$ cat config.mk
export PLATFORM = sky130hd
export DESIGN_NAME = reg_writeback_buffer
export DESIGN_NICKNAME = d
export VERILOG_FILES = /design/src/rtl/reg_writeback_buffer.sv
export SDC_FILE = /design/constraint.sdc
export NUM_CORES = 1
export LEC_CHECK = 0
export ABC_CLOCK_PERIOD_IN_PS = 2670
export CAP_MARGIN = 25
export CORE_ASPECT_RATIO = 1.1
export CORE_MARGIN = 2
export CORE_UTILIZATION = 30
export DETAILED_ROUTE_END_ITERATION = 6
export SYNTH_ARGS = -nofsm -noshare
export SYNTH_HDL_FRONTEND = slang
export SYNTH_SLANG_ARGS = --single-unit
$ cat constraint.sdc
create_clock -name clk -period 2.67 [get_ports clk]
set_input_delay 0.4005 -clock clk [delete_from_list [all_inputs] [get_ports clk]]
set_output_delay 0.4005 -clock clk [all_outputs]
set_load 0.05 [all_outputs]
$ cat src/rtl/reg_writeback_buffer.sv
// rtl/reg_writeback_buffer.sv - register-file writeback arbiter with a 4-entry queue for long-latency results
// Optional macro WB_BYPASS_EN lets a B request skip an empty queue and issue with 1-cycle latency.
module reg_writeback_buffer (
  input  logic        clk,
  input  logic        reset,
  input  logic        a_valid,
  input  logic [4:0]  a_reg,
  input  logic [31:0] a_data,
  input  logic        b_valid,
  input  logic [4:0]  b_reg,
  input  logic [31:0] b_data,
  output logic        b_ready,
  input  logic [4:0]  q_reg1,
  input  logic [4:0]  q_reg2,
  output logic        q_busy1,
  output logic        q_busy2,
  output logic        regWrite,
  output logic [4:0]  WriteRegister,
  output logic [31:0] WriteData,
  output logic [2:0]  count
);

  logic [3:0]  ent_v;
  logic [4:0]  ent_reg  [4];
  logic [31:0] ent_data [4];
  logic [1:0]  wptr;
  logic [1:0]  rptr;

  logic a_issue;
  logic pop;
  logic push;
  logic bypass;

  assign b_ready = (count != 3'd4);
  assign a_issue = a_valid && (a_reg != 5'd0);
  assign pop     = !a_issue && (count != 3'd0);

`ifdef WB_BYPASS_EN
  assign bypass = !a_issue && (count == 3'd0) && b_valid && (b_reg != 5'd0);
`else
  assign bypass = 1'b0;
`endif

  // Zero-register B requests are acknowledged but never stored.
  assign push = b_valid && b_ready && (b_reg != 5'd0) && !bypass;

  function automatic logic reg_busy(input logic [4:0] q);
    logic hit;
    hit = regWrite && (WriteRegister == q);
    for (int i = 0; i < 4; i++) begin
      if (ent_v[i] && (ent_reg[i] == q)) hit = 1'b1;
    end
    return (q != 5'd0) && hit;
  endfunction

  assign q_busy1 = reg_busy(q_reg1);
  assign q_busy2 = reg_busy(q_reg2);

  always_ff @(posedge clk) begin
    if (reset) begin
      regWrite      <= 1'b0;
      WriteRegister <= 5'd0;
      WriteData     <= 32'd0;
      wptr          <= 2'd0;
      rptr          <= 2'd0;
      count         <= 3'd0;
      ent_v         <= 4'd0;
    end else begin
      if (a_issue) begin
        regWrite      <= 1'b1;
        WriteRegister <= a_reg;
        WriteData     <= a_data;
      end else if (pop && ent_v[rptr]) begin
        regWrite      <= 1'b1;
        WriteRegister <= ent_reg[rptr];
        WriteData     <= ent_data[rptr];
      end else if (bypass) begin
        regWrite      <= 1'b1;
        WriteRegister <= b_reg;
        WriteData     <= b_data;
      end else begin
        regWrite      <= 1'b0;
      end

      // A newer A write kills queued writes to the same register so they cannot land later.
      for (int i = 0; i < 4; i++) begin
        if (a_issue && (ent_reg[i] == a_reg)) ent_v[i] <= 1'b0;
      end

      if (pop) begin
        ent_v[rptr] <= 1'b0;
        rptr        <= rptr + 2'd1;
      end

      if (push) begin
        ent_v[wptr]    <= 1'b1;
        ent_reg[wptr]  <= b_reg;
        ent_data[wptr] <= b_data;
        wptr           <= wptr + 2'd1;
      end

      count <= count + {2'b00, push} - {2'b00, pop};
    end
  end

endmodule

==> results.py, run 1 <==
metrics = {
    "global_route": {
        "grt_max_degree": 47,
        "gr-total-overflow": 0,
        "grt_pass1_wl_um": 30640,
        "antenna_found_initial": 2,
        "gr-usage-all-layers_pct": 13.88,
        "grt_pass1_vias": 5287,
    },
    "synthesis": {
        "netlist.area_leader.share_pct": 52.06,
        "ys_types": 32,
        "yosys_warnings": 0,
        "synth_area_leaders": "edfxtp_1 52%, dfxtp_1 12%, mux4_2 10%, xor2_1 5.4%, mux2i_1 4.3%",
        "synth-seq-cells": 199,
        "synth_top_area_cell": "edfxtp_1",
        "synth_nets": 647,
        "synth_area_mm2": 0.008537,
        "syn-instance-count": 548,
        "ys_seq_area_share_pct": 64.02,
        "syn_avg_cell_area_um2": 15.58,
    },
    "floorplan": {
        "die_h_um": 180.9,
        "die_w_um": 164.8,
        "pin_count": 132,
        "core_mm2": 0.02795,
        "rows": 64,
        "die_area_mm2": 0.02982,
        "initial_utilization_pct": 30.55,
    },
    "flow_run": {
        "maxCapViolCount": 0,
    },
    "timing": {
        "finalSetupViolations": 0,
        "drv_slew": 0,
        "worst_slew_margin_rel_pct": 62.16,
        "worstMarginPinSlew_ps": 567.6,
        "fin_crit_ps": 2589,
        "hold_viol": 0,
        "finClkSkew_ps": 13.59,
        "fin_crit_sh_pct": 96.98,
        "max_freq_mhz": 386.2,
        "rsz0062_at_grt": "false",
    },
    "worst_setup_path": {
        "critPathLaunch": "a_reg[2]",
        "required_ps": 2960,
        "critPathBufInv": 3,
        "cpMaxStageDelayCell": "clkdlybuf4s50_1",
        "crit_arrival_ps": 2880,
        "r2r_end": "count[2]$_SDFF_PP0_",
        "cp_num_cells": 12,
        "criticalPathCategory": "in2reg",
        "start_kind": "input port",
        "r2r_start": "count[0]$_SDFF_PP0_",
        "endpoint": "count[2]$_SDFF_PP0_",
        "end_kind": "flip-flop",
        "crit_family": "adder cells",
        "reg2reg_slack_ps": 460,
        "slowest_delay_ps": 480,
        "path_cells": "clkdlybuf4s50_1 > or4_4 > o21ai_4 > o31a_1 > ha_4 > inv_2 > ha_4 > inv_2 > fa_2 > xor2_1 > xnor2_1 > nor2_1",
        "path_max_fanout": 2,
        "reg2reg_depth": 12,
    },
    "cells_and_area": {
        "drive_gt1_share_pct": 18.08,
        "syn_to_final_growth_pct": 31.51,
        "final_area_mm2": 0.01123,
        "antennaDiodeCount": 0,
        "utilization_pct": 40.17,
        "largest_reg_flops": 128,
        "fillers": 2572,
        "fin_nets": 794,
    },
    "worst_hold_path": {
        "hp-class": "in2reg",
        "hp-start": "b_reg[3]",
    },
    "clock_network": {
        "cts_hold_buf": 0,
        "cts.clk_slew.worst_paths_ps": 70,
        "root_buffer": "clkbuf_16",
        "cts_max_level": 4,
        "cts_buffers": 17,
        "cts_sinks": 199,
        "cts_buffer_depth": 2,
        "cts_tree": "yes",
        "clk_latency_ps": 430,
    },
    "placement": {
        "hpwl_um": 14070,
        "port_buffers": 131,
        "gp_congestion": 0.8155,
        "postPlaceCellArea_mm2": 0.01059,
    },
    "outcome": {
        "status": "finished clean",
    },
    "power": {
        "vdd_drop_max_mv": 0.5272,
        "p_leak_nw": 3.895,
        "powerDensity_mw_per_mm2": 802.2,
    },
    "detailed_routing": {
        "drc": 0,
        "drt_iter0_drc": 242,
        "vias_per_cell": 4.694,
        "route.detailed.wl_per_inst_um": 18.78,
        "wl_um": 20110,
        "routed-via-count": 5027,
        "drt-pass1-iter-count": 4,
        "drt.antenna.violating_nets": 0,
    },
}
==> how the worst min path moves through the flow <==
stage,to,slack [ps],depth (start not counted)
2_1_floorplan,ent_data[0][0]$_DFFE_PP_,500,0
3_3_place_gp,WriteData[4]$_SDFFE_PP0P_,490,2
3_5_place_dp,WriteData[18]$_SDFFE_PP0P_,490,2
4_1_cts,ent_v[0]$_SDFF_PP0_,500,4
5_1_grt,ent_reg[3][3]$_DFFE_PP_,320,1
6_report,ent_reg[3][3]$_DFFE_PP_,290,1
==> power by group <==
group | internal [W] | switching, W
logic | 0.00120 | 0.00139
registers | 0.00363 | 0.000233
clock network | 0.00137 | 0.00117
total | 0.00621 | 0.00280
==> what timing repair did <==
action,4_1_cts,5_1_grt
resized for setup,1,8
pin swaps,1,0
cloned,0,0
setup endpoints to repair,1,25
buffers inserted,2,1
==> kinds of logic after synthesis <==
group           synth area share (%)
flops                          64.02
simple gates                   4.734
mux                            14.36
xor+xnor                       7.592
compound gates                 4.866
buf+inv                        2.726
fa+ha+maj                      1.700
==> worst register-to-register path, stage by stage (launching register included) <==
cell and delay, ps:
dfxtp_1 490, nor2_1 90, nand2_2 110, o211ai_1 90
buf_4 160, ha_4 230, inv_2 60, ha_4 120
inv_2 30, fa_2 340, xor2_1 150, xnor2_1 160
nor2_1 60
==> synth_stat cells, drive strengths merged <==
| library cell | n |
|---|---|
| nor2 | 44 |
| fa | 1 |
| a32oi | 4 |
| o211ai | 1 |
| nand3 | 12 |
| o31a | 1 |
| xnor2 | 21 |
| clkbuf | 25 |
| o21ai | 3 |
| mux4 | 38 |
| o22a | 2 |
| nand2 | 8 |
| a211oi | 33 |
| or4 | 4 |
| nor2b | 1 |
| a21oi | 3 |
| inv | 7 |
| o31ai | 1 |
| edfxtp | 148 |
| xor2 | 53 |
| a32o | 4 |
| nor4 | 14 |
| and2 | 4 |
| a311oi | 2 |
| ha | 10 |
| dfxtp | 51 |
| buf | 16 |
| mux2i | 37 |
==> routing by layer <==
metal,up-vias,routed length [um],global-route usage (%)
met5,-,27,0
li1,2390,-,-
met3,20,1007,3.099
met1,2498,8870,18.33
met4,4,258,4.000
met2,115,9946,22.85
==> per-stage QoR <==
| step | cells | hold WS, ps | setup slack [ps] | power (W) | TNS (ps) |
|---|---|---|---|---|---|
| after global routing | 1071 | 316.2 | 2.194 | 0.009409 | 0 |
| after CTS | 1070 | 503.8 | 10.85 | 0.009110 | 0 |
| final | 1071 | 286.4 | 80.75 | 0.009007 | 0 |
| after detailed placement | 1036 | 494.0 | -514.9 | 0.006554 | -39030 |
| after floorplan | 548 | 499.4 | -179.7 | 0.005624 | -192.6 |
| after global placement | 1036 | 486.7 | -455.2 | 0.006534 | -28970 |
==> cells in the final DEF (no fill, tap or decap), types with 13 or more instances in the layout <==
cell / synthesis / final
edfxtp_1: 148 / 148
clkdlybuf4s50_1: 0 / 122
xor2_1: 53 / 53
dfxtp_1: 51 / 48
nor2_1: 44 / 44
mux4_2: 38 / 38
mux2i_1: 37 / 37
a211oi_1: 33 / 33
buf_4: 1 / 24
xnor2_1: 21 / 21
clkbuf_16: 0 / 18
buf_12: 0 / 15
nor4_1: 14 / 13
==> final cells by class <==
type                            instances  area, um2  share of cell area, %
Timing Repair Buffer                  169       1789                  15.94
Clock buffer                           19      454.2                  4.045
Multi-Input combinational cell        301       2898                  25.81
Clock inverter                         13      136.4                  1.215
Sequential cell                       199       5469                  48.71
Inverter                                7      26.28                 0.2340
Tap cell                              363      454.2                  4.045
No activity file was read; power rests on OpenSTA's default activity.
==> run 2, diff against run 1 <==
Settings changed: SLEW_MARGIN from default to 10.
==> results of run 2 <==
The final DEF is identical to that of run 1; final timing and power are the same.
